<file path="config.mk">
export PLATFORM = sky130hd
export DESIGN_NAME = uart_input_protocol_controller
export DESIGN_NICKNAME = d
export VERILOG_FILES = /design/src/rtl/uart_input_protocol_controller.sv
export SDC_FILE = /design/constraint.sdc
export NUM_CORES = 1
export LEC_CHECK = 0
export CORE_MARGIN = 2
export CORE_UTILIZATION = 54
export DETAILED_ROUTE_END_ITERATION = 6
export PLACE_DENSITY = 0.74
export RECOVER_POWER = 50
export SLEW_MARGIN = 10
export SYNTH_ARGS = -nofsm -noshare
export SYNTH_HDL_FRONTEND = slang
export SYNTH_SLANG_ARGS = --single-unit
</file>
<file path="constraint.sdc">
create_clock -name clk -period 3 [get_ports clk]
set_clock_uncertainty 0.1 [all_clocks]
set_input_delay 0.6 -clock clk [delete_from_list [all_inputs] [get_ports clk]]
set_output_delay 0.6 -clock clk [all_outputs]
set_load 0.1 [all_outputs]
</file>
<file path="src/rtl/uart_input_protocol_controller.sv">
// Byte-stream command parser: decodes UART packets into control pulses and
// assembles little-endian payload words into one of NUM_IN write queues.
module uart_input_protocol_controller #(
  parameter int NUM_IN     = 2,
  parameter int DATA_WIDTH = 32,
  parameter int TIMEOUT    = 270000
) (
  input  logic                  clk,
  input  logic                  rst,
  input  logic [7:0]            rx_data,
  input  logic                  rx_valid,
  input  logic [NUM_IN-1:0]     fifo_full,
  output logic [NUM_IN-1:0]     fifo_wr_en,
  output logic [DATA_WIDTH-1:0] fifo_wr_data,
  output logic                  sw_rst,
  output logic                  start,
  output logic                  proto_err,
  output logic                  overflow,
  output logic                  busy
);

  localparam int         BPW       = DATA_WIDTH / 8;
  localparam int         CW        = $clog2(TIMEOUT + 1);
  localparam logic [2:0] LAST_BYTE = 3'(BPW - 1);

  localparam logic [1:0] S_IDLE    = 2'd0;
  localparam logic [1:0] S_LEN     = 2'd1;
  localparam logic [1:0] S_PAYLOAD = 2'd2;

  logic [1:0]            state_q, state_d;
  logic [3:0]            qsel_q, qsel_d;
  logic                  drop_q, drop_d;
  logic [8:0]            words_q, words_d;
  logic [2:0]            byte_cnt_q, byte_cnt_d;
  logic [DATA_WIDTH-1:0] asm_q, asm_d;
  logic                  pend_q, pend_d;
  logic [DATA_WIDTH-1:0] pend_data_q, pend_data_d;
  logic [3:0]            pend_sel_q, pend_sel_d;
  logic [CW-1:0]         idle_cnt_q, idle_cnt_d;
  logic                  start_q, start_d;
  logic                  sw_rst_q, sw_rst_d;
  logic                  perr_q, perr_d;
  logic                  ovf_q, ovf_d;

  logic [NUM_IN-1:0]     wr_en;
  logic                  wr_fire;
  logic [DATA_WIDTH-1:0] word;

  // The pending word is offered combinationally so it leaves one cycle after its last byte.
  always_comb begin
    wr_en = '0;
    for (int i = 0; i < NUM_IN; i++) begin
      if (pend_q && pend_sel_q == 4'(i) && !fifo_full[i]) wr_en[i] = 1'b1;
    end
  end

  assign wr_fire = |wr_en;

  always_comb begin
    // NOTE: every next-state signal gets a default first so no branch can infer a latch.
    state_d     = state_q;
    qsel_d      = qsel_q;
    drop_d      = drop_q;
    words_d     = words_q;
    byte_cnt_d  = byte_cnt_q;
    asm_d       = asm_q;
    pend_d      = pend_q && !wr_fire;
    pend_data_d = pend_data_q;
    pend_sel_d  = pend_sel_q;
    start_d     = start_q;
    sw_rst_d    = 1'b0;
    perr_d      = 1'b0;
    ovf_d       = ovf_q;
    idle_cnt_d  = (rx_valid || state_q == S_IDLE) ? '0 : idle_cnt_q + CW'(1);

    word = asm_q;
    word[byte_cnt_q*8 +: 8] = rx_data;

    if (rx_valid) begin
      case (state_q)
        S_IDLE: begin
          if (rx_data == 8'h01) begin
            sw_rst_d = 1'b1;
          end else if (rx_data == 8'h02) begin
            start_d = 1'b1;
          end else if (rx_data == 8'h03) begin
            start_d = 1'b0;
          end else if (rx_data[7:4] == 4'h1) begin
            qsel_d  = rx_data[3:0];
            drop_d  = (32'(rx_data[3:0]) >= 32'(NUM_IN));
            perr_d  = drop_d;
            state_d = S_LEN;
          end else begin
            perr_d = 1'b1;
          end
        end
        S_LEN: begin
          words_d    = (rx_data == 8'h00) ? 9'd256 : {1'b0, rx_data};
          byte_cnt_d = '0;
          state_d    = S_PAYLOAD;
        end
        S_PAYLOAD: begin
          asm_d = word;
          if (byte_cnt_q == LAST_BYTE) begin
            byte_cnt_d = '0;
            if (!drop_q) begin
              // A word arriving while the previous one is still stuck is lost.
              if (pend_q && !wr_fire) begin
                ovf_d  = 1'b1;
                perr_d = 1'b1;
              end else begin
                pend_d      = 1'b1;
                pend_data_d = word;
                pend_sel_d  = qsel_q;
              end
            end
            if (words_q == 9'd1) begin
              state_d = S_IDLE;
              drop_d  = 1'b0;
            end else begin
              words_d = words_q - 9'd1;
            end
          end else begin
            byte_cnt_d = byte_cnt_q + 3'd1;
          end
        end
        default: state_d = S_IDLE;
      endcase
    end else if (state_q != S_IDLE && idle_cnt_d == CW'(TIMEOUT)) begin
      state_d    = S_IDLE;
      drop_d     = 1'b0;
      byte_cnt_d = '0;
      perr_d     = 1'b1;
    end
  end

  // NOTE: state registers use non-blocking assignments so every flop samples pre-edge values.
  always_ff @(posedge clk) begin
    if (rst) begin
      state_q     <= S_IDLE;
      qsel_q      <= '0;
      drop_q      <= 1'b0;
      words_q     <= '0;
      byte_cnt_q  <= '0;
      // NOTE: data registers are reset too, since fifo_wr_data must read zero after reset.
      asm_q       <= '0;
      pend_q      <= 1'b0;
      pend_data_q <= '0;
      pend_sel_q  <= '0;
      idle_cnt_q  <= '0;
      start_q     <= 1'b0;
      sw_rst_q    <= 1'b0;
      perr_q      <= 1'b0;
      ovf_q       <= 1'b0;
    end else begin
      state_q     <= state_d;
      qsel_q      <= qsel_d;
      drop_q      <= drop_d;
      words_q     <= words_d;
      byte_cnt_q  <= byte_cnt_d;
      asm_q       <= asm_d;
      pend_q      <= pend_d;
      pend_data_q <= pend_data_d;
      pend_sel_q  <= pend_sel_d;
      idle_cnt_q  <= idle_cnt_d;
      start_q     <= start_d;
      sw_rst_q    <= sw_rst_d;
      perr_q      <= perr_d;
      ovf_q       <= ovf_d;
    end
  end

  assign fifo_wr_en   = wr_en;
  assign fifo_wr_data = pend_data_q;
  assign sw_rst       = sw_rst_q;
  assign start        = start_q;
  assign proto_err    = perr_q;
  assign overflow     = ovf_q;
  assign busy         = (state_q != S_IDLE) || pend_q;

endmodule

</file>
; After elaboration in Yosys (flattened, before gate mapping)
; Cells that the tools add are included.
[totals]
register_bits = 111
inputBits = 13
out_inout_bits = 39
wordCells = 124
[op_classes]
addsub = 4
order_cmp = 1
eq_ne = 20
shift = 2
mux = 47
bitwise = 7
n_reduce_logical = 29
[op_table]
columns = cell, count
row1 = $neg A6 Y34, 1
row2 = $shift A8 B34 Y32 const A, 1
row3 = $shiftx A8 B34 Y32, 1
row4 = $bwmux W32, 1
row5 = $mux W9, 3
row6 = $mux W1, 26
row7 = $add A19 B1 Y19 const B, 1
row8 = $eq A19 B19 Y1 const B, 1
row9 = $mux W19, 1
row10 = $pmux W9 S2, 1
row11 = $eq A8 B2 Y1 const B, 2
row12 = $mux W2, 8
row13 = $ne A3 B3 Y1 const B, 5
row14 = $reduce_and A5 Y1, 2
row15 = $eq A9 B1 Y1 const B, 1
row16 = $mux W3, 3
row17 = $sub A9 B1 Y9 const B, 1
row18 = $eq A4 B1 Y1 const B, 2
row19 = $eq A8 B1 Y1 const B, 1
row20 = $logic_not A8 Y1, 1
row21 = $reduce_and A4 Y1, 2
row22 = $reduce_and A8 Y1, 1
row23 = $reduce_bool A2 Y1, 4
row24 = $not A1 Y1, 7
row25 = 21 further kinds, 33

; Logic depth before layout (Yosys ltp)
; Gate-level depths: netlist of the first run.
[logic_depth]
ltp_word = 12
mapped_depth = 11
ltp_nobuf = 9

; Worst setup path after synthesis of the first run
; Ideal clock, no wire load.
[synth_path]
kind = register to register
startpoint = reg pend_sel_q[1]
endpoint = reg pend_data_q[13] (netlist: fifo_wr_data[13])
setup_time_ns = 0.146
t_arrival_ns = 3.837
required_ns = 2.754
path_slack_ns = -1.083
path_stages_with_launch = 8
n_path_buf = 2
synth_period_minus_slack_ns = 4.083
path_cell_list = dfxtp_1 -> or4b_1 -> nor3_1 -> nor3b_2 -> nor2_4 -> buf_6 -> buf_6 -> a211oi_2
[synth_between]
elab_chain_len = 9
word_cells_on_any_way = 13
cone_classes = 1 x eq/ne / 2 x mux / 1 x bitwise / 9 x reduce/logical
[synth_lines]
columns = element, line_no
row1 = from (decl), 38  ; logic [3:0] pend_sel_q, pend_sel_d;
row2 = from (signal assigned), 164  ; pend_sel_q <= pend_sel_d;
row3 = $logic_not A4 Y1, 53  ; if (pend_q && pend_sel_q == 4'(i) && !fifo_full[i]) wr_en[i] = 1'b1;
row4 = $logic_and A1 B1 Y1 (2 in series), 53
row5 = $mux W1, 53
row6 = via fifo_wr_en[0], 13  ; output logic [NUM_IN-1:0] fifo_wr_en,
row7 = $reduce_or A2 Y1, 57  ; assign wr_fire = |wr_en;
row8 = $logic_not A1 Y1, 108  ; if (pend_q && !wr_fire) begin
row9 = $logic_and A1 B1 Y1, 108
row10 = $not A1 Y1 (no line), --
row11 = $reduce_and A5 Y1 (no line), --
row12 = to (signal assigned), 163  ; pend_data_q <= pend_data_d;
row13 = to (decl), 37  ; logic [DATA_WIDTH-1:0] pend_data_q, pend_data_d;
; The timed path passes the listed nets, and every way through them passes these cells.
; A chain may end at the register's enable or synchronous reset.

; Worst setup path in the final report of the first run
[layout_path]
startpoint = reg pend_sel_q[1]
endpoint = out fifo_wr_en[1]
[layout_between]
elab_chain_len = 4
[layout_lines]
columns = element, line_no
row1 = $eq A4 B1 Y1, 53
row2 = $logic_and A1 B1 Y1 (2 in series), 53
row3 = $mux W1, 53
row4 = to (decl), 13
; Every way passes these cells.

==> reports/results.tsv, run 1 <==
metric	value	unit
setup repair after global routing missed its margin	false	
count of pins on the block boundary	52	
Total Negative Setup Slacks	0	ns
number of max-slew violations in the final report	0	
multi-input logic area	0.00282	mm²
kind of launch point of the worst setup path	flop	
Async S/R FF share, synth	0	
Post-CTS Setup Inserts	0	
Core Area	0.00964	mm²
CP bufs+invs	2	
number of vias per cell after detailed routing	5.65	
overall die area	0.0106	mm²
initial antenna violation count	0	
IO Port Bufs	51	
insertion delay of the later-clocked pin in the worst-skew pair	0.38	ns
overall fraction of global-route tracks in use	0.236	
count of H-tree levels built during CTS	3	
number of optimization iterations in the first detailed-route pass	5	
synthesis-to-finish area growth	12.2	%
sequential power share	0.578	
most numerous cell in the Yosys netlist	sky130_fd_sc_hd__nor2_1	
Synthesized Nets	635	
reg-to-reg slack, setup	0.42	ns
CTS sink cnt	111	
Most used DFF post-synth	sky130_fd_sc_hd__dfxtp_1	
number of nets at the end of the flow	677	
minimum clock period after layout	2.64	ns
maximum vdd drop	0.285	mV
gate count of the mapped netlist	616	
final routed wire length divided by cell count	15.0	µm
horizontal die dimension	103	µm
reg2reg start	pend_sel_q[1]	
number of global-route vias before repair	4087	
internal power contribution	1.99	mW
required time of the critical path	2.30	ns
clock power share	0.375	
number of antenna-violating nets in the routed design	0	
cell area after technology mapping	0.00530	mm²
hold bufs inserted after CTS	0	
P_sw	576	µW
combined flip-flop and latch cell area	0.00222	mm²
result of the run	finished, final reports clean	
TritonCTS buffer count	9	
Synth Area per Inst	8.61	µm²
distinct cell type count of the synthesized netlist	61	
GRT overflow	0	
combinational fraction of design power	0.047	
count of instances resized after the clock tree is built	0	
Routed Wire Length	11.9	mm
power after layout	2.56	mW
Synth top cells by count	sky130_fd_sc_hd__nor2_1, sky130_fd_sc_hd__dfxtp_1, sky130_fd_sc_hd__a21oi_1	
CP Data Arrival Time	1.94	ns
path type of the worst min-delay path	reg2reg	
number of synthesized flops with an enable pin	0	
critical path peak fanout	2	
Max Fclk	380	MHz
Die Y-Extent	103	µm
setup violation total in the final timing report	0	
clock transition at the registers of the reported paths	0.10	ns
number of placement rows	36	
RR Endpoint	fifo_wr_data[23]	
count of cell instances traversed by the critical path	4	
share of post-route cells with drive strength above 1	0.124	
clock buffer depth	2	
worst slack at placement	0.220	ns
slowest stage cell on the critical path	sky130_fd_sc_hd__or4b_1	
final cell count without fillers	796	
area share of the leading cell type in the synthesized netlist	0.419	
family of cells with the greatest summed delay on the critical path	simple AND/OR/NAND/NOR gates	
placed cell count	780	
largest cells by area after synthesis	sky130_fd_sc_hd__dfxtp_1, sky130_fd_sc_hd__nor2_1, sky130_fd_sc_hd__a211oi_2, sky130_fd_sc_hd__mux2i_1, sky130_fd_sc_hd__a21oi_1	
CP endpoint kind	primary output	
CP endpoint	fifo_wr_en[1]	
sequential-to-total area share from yosys stat	0.419	
reported max-cap violation count	0	
clock tree from TritonCTS	yes	
worst-case headroom to the max-slew limit	0.213	
cells along the critical path	or4b_1, or3b_1, clkinv_1, buf_12	
Leak	1.96	nW
DRC viols	0	
detailed-route via count	4497	
critical path type	reg2out	
initial core utilization	0.550	
master cell of the clock root buffer	sky130_fd_sc_hd__clkbuf_8	
Diodes inserted	0	
Worst Reg2Reg Path Length in Cells	8	
wire length of the first global-routing pass	19.6	mm
RePlAce Congestion	0.828	
P per Cell Area	431	mW/mm²
cell type with the highest aggregate area in the netlist	sky130_fd_sc_hd__dfxtp_1	
Setup crit start	pend_sel_q[1]	
violation count after the first detailed-routing iteration	201	
minimum setup slack in the final design	0.365	ns
number of synthesis warnings	0	
estimated wirelength of the detail-placed design	8.38	mm
total of fill cells in the finished design	892	
Switching Share	0.225	
flop and latch count out of synthesis	111	
delay of the slowest critical-path stage	0.59	ns
share of the core filled with cells in the final layout	0.617	
transition time of the tightest slew-check pin	1.19	ns
number of endpoints with negative hold slack in the final report	0	
share of the clock period used by the worst path after layout	0.878	
maximum number of pins on one net before global-route repair	53	
==> how the worst min path moves through the flow <==
stage          slack, ns            end  depth (start not counted)          start
2_1_floorplan       0.35  pend_sel_q[1]                          2  pend_sel_q[1]
3_3_place_gp        0.36      asm_q[24]                          2      asm_q[24]
3_5_place_dp        0.36       overflow                          2       overflow
4_1_cts             0.39       overflow                          2       overflow
5_1_grt             0.42     words_q[7]                          2     words_q[7]
6_report            0.38       overflow                          2       overflow
==> power groups by stage <==
stage	Sequential, mW	Clock, mW	Combinational [mW]
after floorplan	1.52	0	0.0652
after global placement	1.51	0	0.119
after detailed placement	1.51	0	0.121
after CTS	1.48	0.990	0.122
after global routing	1.48	1.04	0.130
final	1.48	0.962	0.121
==> area by class of cell <==
cell class                      count  area share
Clock buffer                       11      0.0221
Clock inverter                      5      0.0139
Inverter                           14     0.00883
Multi-Input combinational cell    449       0.474
Sequential cell                   111       0.374
Tap cell                          133      0.0280
Timing Repair Buffer               73      0.0793
==> logic make-up after synthesis <==
group / count (synthesis) / synth area share
buf+inv: 56 / 0.0484
mux: 38 / 0.0717
flops: 111 / 0.419
xor+xnor: 11 / 0.0182
compound gates: 138 / 0.194
simple gates: 256 / 0.234
fa+ha+maj: 6 / 0.0142
==> cells in the final DEF, fill, tap and decap left out, types with 7 or more instances in the layout <==
cell type / n
sky130_fd_sc_hd__a211oi_2: 32
sky130_fd_sc_hd__a21oi_1: 56
sky130_fd_sc_hd__buf_4: 21
sky130_fd_sc_hd__clkbuf_1: 39
sky130_fd_sc_hd__clkbuf_8: 9
sky130_fd_sc_hd__clkdlybuf4s50_1: 8
sky130_fd_sc_hd__dfxtp_1: 111
sky130_fd_sc_hd__inv_1: 13
sky130_fd_sc_hd__mux2i_1: 38
sky130_fd_sc_hd__nand2_1: 36
sky130_fd_sc_hd__nand3_1: 14
sky130_fd_sc_hd__nor2_1: 139
sky130_fd_sc_hd__nor3_1: 8
sky130_fd_sc_hd__nor4_1: 9
sky130_fd_sc_hd__o21ai_0: 17
sky130_fd_sc_hd__xor2_1: 7
==> routing by layer <==
layer  wire length, µm  vias up  global-route usage
met1              5820     2135               0.338
met5                 0        -                   0
met2              5450      107               0.356
met4               130        0              0.0779
li1                  -     2245                   -
met3               543       10              0.0481
==> worst reg2reg max path, delay by kind of cell (launching register included) <==
kind            cells  cell delay (ns)
flops               1             0.32
buf+inv             2             0.37
compound gates      1             0.21
simple gates        5             1.49
==> flip-flops by register name, summed over array words and instances (netlist names), 2 cells and up <==
name,cells
asm_q,32
fifo_wr_data,32
idle_cnt_q,19
qsel_q,4
pend_sel_q,4
byte_cnt_q,3
state_q,2
words_q,9
==> metrics by stage <==
step	hold slack [ns]	cell area (µm²)
final	0.378	5950
after global routing	0.424	5950
after CTS	0.385	6100
after detailed placement	0.361	5890
after global placement	0.364	5890
after floorplan	0.352	5310
No activity file was read; power rests on OpenSTA's default activity.
==> inputs of run 2 (changes only) <==
CORE_UTILIZATION = 40   (was 54)
PLACE_DENSITY = 0.57   (was 0.74)
==> run 2 against run 1 <==
Net effect: worst hold slack better by 0.012 ns; total power up 13%; first-iteration DRC count up 28%; utilization down 15 points; maximum frequency about the same; sequential power about the same.
==> reports/results.tsv, run 2 (synthesized netlist as in run 1, its figures left out) <==
metric	value	unit
minimum setup slack in the final design	0.366	ns
Leak	1.99	nW
Post-CTS Setup Inserts	0	
required time of the critical path	3.12	ns
share of the clock period used by the worst path after layout	0.878	
count of pins on the block boundary	52	
clock buffer depth	2	
Max Fclk	380	MHz
maximum number of pins on one net before global-route repair	69	
insertion delay of the later-clocked pin in the worst-skew pair	0.35	ns
number of nets at the end of the flow	678	
most frequent standard cell in the layout excluding fill and tap cells	sky130_fd_sc_hd__nor2_1	
CTS sink cnt	111	
clock tree from TritonCTS	yes	
count of H-tree levels built during CTS	3	
number of endpoints with negative hold slack in the final report	0	
leading cell types in the layout, fill and taps excluded	sky130_fd_sc_hd__nor2_1, sky130_fd_sc_hd__dfxtp_1, sky130_fd_sc_hd__a21oi_1	
detailed-route via count	4452	
violation count after the first detailed-routing iteration	257	
setup repair after global routing missed its margin	false	
Routed Wire Length	12.6	mm
kind of launch point of the worst setup path	input pin	
path type of the worst min-delay path	reg2reg	
Total Negative Setup Slacks	0	ns
number of vias per cell after detailed routing	5.30	
IO Port Bufs	51	
worst-case headroom to the max-slew limit	0.198	
number of antenna-violating nets in the routed design	0	
DRC viols	0	
cells along the critical path	dlygate4sd3_1, nand3b_1, clkbuf_1, or2_0, mux2i_1, nor2_1	
number of global-route vias before repair	4259	
horizontal die dimension	119	µm
minimum clock period after layout	2.63	ns
initial antenna violation count	0	
Die Y-Extent	119	µm
delay of the slowest critical-path stage	0.71	ns
P per Cell Area	472	mW/mm²
critical path type	in2reg	
setup violation total in the final timing report	0	
overall fraction of global-route tracks in use	0.184	
synthesis-to-finish area growth	15.1	%
count of instances resized after the clock tree is built	0	
number of optimization iterations in the first detailed-route pass	4	
share of the core filled with cells in the final layout	0.466	
Core Area	0.0131	mm²
Diodes inserted	0	
share of post-route cells with drive strength above 1	0.125	
RePlAce Congestion	0.808	
GRT overflow	0	
initial core utilization	0.405	
number of max-slew violations in the final report	0	
estimated wirelength of the detail-placed design	8.78	mm
CP Data Arrival Time	2.75	ns
reported max-cap violation count	0	
CP endpoint kind	flop	
clock transition at the registers of the reported paths	0.07	ns
final routed wire length divided by cell count	15.0	µm
result of the run	finished, final reports clean	
hold bufs inserted after CTS	0	
critical path peak fanout	11	
wire length of the first global-routing pass	21.1	mm
slowest stage cell on the critical path	sky130_fd_sc_hd__or2_0	
TritonCTS buffer count	9	
overall die area	0.0142	mm²
worst slack at placement	0.202	ns
master cell of the clock root buffer	sky130_fd_sc_hd__clkbuf_16	
transition time of the tightest slew-check pin	1.21	ns
number of placement rows	42	
maximum vdd drop	0.296	mV
==> run 2: cell types whose count changed in the layout (fill, tap and decap cells not counted) <==
cell | before | now
sky130_fd_sc_hd__buf_4 | 21 | 22
sky130_fd_sc_hd__clkbuf_16 | 0 | 9
sky130_fd_sc_hd__clkbuf_8 | 9 | 0
sky130_fd_sc_hd__clkdlybuf4s50_1 | 8 | 9
sky130_fd_sc_hd__dlygate4sd3_1 | 3 | 2
sky130_fd_sc_hd__nand4_1 | 6 | 7
sky130_fd_sc_hd__nand4_4 | 1 | 0
sky130_fd_sc_hd__nor4_1 | 9 | 8
sky130_fd_sc_hd__nor4_2 | 1 | 2
==> run 2: routing by layer <==
metal	GRT usage	part of all wire	vias up
li1	-	-	2242
met1	0.246	0.47	2122
met2	0.302	0.47	74
met3	0.0287	0.038	14
met4	0.0625	0.015	0
met5	0	0	-
==> run 2: cell type report <==
cell class,count,area (µm²)
tap,176,220
inverter,14,52.6
fill,1312,6980
multi-input combinational,449,2810
timing repair buffer,74,479
clock buffer,11,233
sequential,111,2220
clock inverter,5,82.6
==> run 2: where the power goes <==
| part | switching (mW) | total (mW) | internal [mW] |
|---|---|---|---|
| clock network | 0.546 | 1.28 | 0.733 |
| registers | 0.00353 | 1.48 | 1.48 |
| logic | 0.0843 | 0.125 | 0.0409 |
| total | 0.633 | 2.88 | 2.25 |
==> run 2: final timing paths <==
check / start / end / slack, ns / cells past startpoint
setup / recovery: rx_valid / asm_q[4] / 0.37 / 6
hold / removal: asm_q[15] / asm_q[15] / 0.39 / 2
setup reg to reg: idle_cnt_q[3] / drop_q / 0.39 / 7
hold reg to reg: asm_q[15] / asm_q[15] / 0.39 / 2
==> run 2: through the flow <==
step | power (mW) | cell area [µm²] | hold WS, ns | std cells
6_report | 2.88 | 6100 | 0.390 | 840
5_1_grt | 2.98 | 6100 | 0.410 | 840
4_1_cts | 2.91 | 6260 | 0.395 | 840
3_5_place_dp | 1.64 | 5950 | 0.375 | 824
3_3_place_gp | 1.64 | 5950 | 0.364 | 824
2_1_floorplan | 1.58 | 5310 | 0.352 | 616
==> run 2: critical path, delay by kind of cell <==
family / cells / cell delay [ns]
buf+inv: 2 / 0.94
mux: 1 / 0.26
simple gates: 3 / 0.95
==> inputs of run 3 (changes only) <==
DONT_BUFFER_PORTS = 1   (was default)
HOLD_SLACK_MARGIN = 0.08   (was default)
PLACE_DENSITY = 0.52   (was 0.57)
SKIP_CTS_REPAIR_TIMING = 1   (was default)
==> run 3 against run 2 <==
Net effect: critical path type is now reg2reg; design area down 6.5%; highest routed layer unchanged; largest cell class unchanged; wire length down 2.3%; non-clock buffer count down 58; die area unchanged; clock power down 11%; maximum frequency down 2.1%; register-to-register slack worse by 0.08 ns; global-route usage down 0.12 points; critical path depth up 2.
==> reports/results.tsv, run 3 (synthesized netlist as in run 1, its figures left out) <==
metric	value	unit
overall fraction of global-route tracks in use	0.183	
violation count after the first detailed-routing iteration	401	
Routed Wire Length	12.3	mm
grt peak-use layer	met2	
internal power contribution	2.08	mW
combinational fraction of design power	0.017	
Max Fclk	372	MHz
share of the clock period used by the worst path after layout	0.897	
Core Area	0.0131	mm²
transition time of the tightest slew-check pin	1.26	ns
sequential power share	0.555	
clock buffer depth	2	
result of the run	finished, final reports clean	
clock tree from TritonCTS	yes	
number of optimization iterations in the first detailed-route pass	6	
placed cell areas	0.00546	mm²
critical path type	reg2reg	
CP endpoint kind	flop	
CP Data Arrival Time	2.86	ns
power after layout	2.67	mW
minimum clock period after layout	2.69	ns
number of max-slew violations in the final report	0	
Diodes inserted	0	
final cell count without fillers	782	
clock power share	0.427	
IO Port Bufs	0	
Leak	1.84	nW
share of post-route cells with drive strength above 1	0.117	
maximum vdd drop	0.259	mV
global-route met3 utilization	0.0388	
path type of the worst min-delay path	in2reg	
number of antenna-violating nets in the routed design	0	
number of placement rows	42	
GRT met2 Usage	0.289	
Die Y-Extent	119	µm
clock transition at the registers of the reported paths	0.07	ns
required time of the critical path	3.17	ns
master cell of the clock root buffer	sky130_fd_sc_hd__clkbuf_16	
P_sw	594	µW
Setup crit start	byte_cnt_q[0]	
number of nets at the end of the flow	620	
maximum number of pins on one net before global-route repair	98	
share of the core filled with cells in the final layout	0.436	
reg2reg start	byte_cnt_q[0]	
DRC viols	0	
GRT overflow	0	
TritonCTS buffer count	9	
placed cell count	766	
kind of launch point of the worst setup path	flop	
reported max-cap violation count	0	
initial core utilization	0.405	
worst-case headroom to the max-slew limit	0.157	
RePlAce Congestion	0.809	
insertion delay of the later-clocked pin in the worst-skew pair	0.36	ns
Switching Share	0.222	
horizontal die dimension	119	µm
setup violation total in the final timing report	0	
setup repair after global routing missed its margin	false	
Total Negative Setup Slacks	0	ns
leading cell types in the layout, fill and taps excluded	sky130_fd_sc_hd__nor2_1, sky130_fd_sc_hd__dfxtp_1, sky130_fd_sc_hd__a21oi_1	
critical path peak fanout	52	
P per Cell Area	469	mW/mm²
final routed wire length divided by cell count	15.8	µm
number of global-route vias before repair	3952	
cell area after layout	0.00571	mm²
count of pins on the block boundary	52	
count of H-tree levels built during CTS	3	
CTS sink cnt	111	
hold_sp	rst	
routing usage on met1	0.250	
number of endpoints with negative hold slack in the final report	0	
overall die area	0.0142	mm²
synthesis-to-finish area growth	7.62	%
estimated wirelength of the detail-placed design	8.47	mm
wire length of the first global-routing pass	20.7	mm
initial antenna violation count	0	
most frequent standard cell in the layout excluding fill and tap cells	sky130_fd_sc_hd__nor2_1	
detailed-route via count	4189	
number of vias per cell after detailed routing	5.36	
## run 3: cell count changes in the layout (fill, tap and decap cells not counted), sizes merged
cell,change
clkinvlp,-1
bufinv,-2
clkinv,+3
dlygate4sd3,-2
clkdlybuf4s50,-9
clkbuf,-32
buf,-15
## run 3: worst max-delay path: stages (launching register included)
cell and delay [ns]:
sky130_fd_sc_hd__dfxtp_1 0.63, sky130_fd_sc_hd__ha_1 0.24, sky130_fd_sc_hd__nor2b_1 0.28, sky130_fd_sc_hd__nor2b_1 0.27, sky130_fd_sc_hd__nand3_1 0.17, sky130_fd_sc_hd__nor2_4 0.26, sky130_fd_sc_hd__buf_12 0.29, sky130_fd_sc_hd__nor2_1 0.08
sky130_fd_sc_hd__a211oi_2 0.24
## run 3: worst paths after layout
kind                                    endpoint  slack [ns]  cells past startpoint
worst min-delay path             fifo_wr_data[2]        0.21                      1
worst max-delay path            fifo_wr_data[17]        0.31                      8
worst min register to register         asm_q[13]        0.39                      2
worst max register to register  fifo_wr_data[17]        0.31                      8
## run 3: power by group through the flow
stage	clock [mW]	sequential, mW	combinational (mW)
floorplan	0	1.52	0.0652
CTS	1.18	1.49	0.0467
global placement	0	1.52	0.0456
global route	1.24	1.49	0.0509
detailed placement	0	1.52	0.0465
finish	1.14	1.49	0.0459
## run 3: cell type report
class,count,area [µm²]
fill,1290,7380
multi-input combinational,449,2820
sequential,111,2220
clock buffer,11,243
tap,176,220
timing repair buffer,16,111
inverter,14,52.6
clock inverter,5,33.8
## run 3: metrics by stage
stage | hold WS (ns) | setup WS [ns]
floorplan | 0.352 | 0.341
global placement | 0.367 | 0.434
detailed placement | 0.376 | 0.356
CTS | 0.192 | 0.298
global route | 0.188 | 0.0611
finish | 0.210 | 0.310
## run 3: routing by layer
layer | vias to the layer above | routed length (µm)
met4 | 0 | 152
met5 | - | 0
met2 | 76 | 5720
li1 | 2124 | -
met3 | 11 | 458
met1 | 1978 | 6010
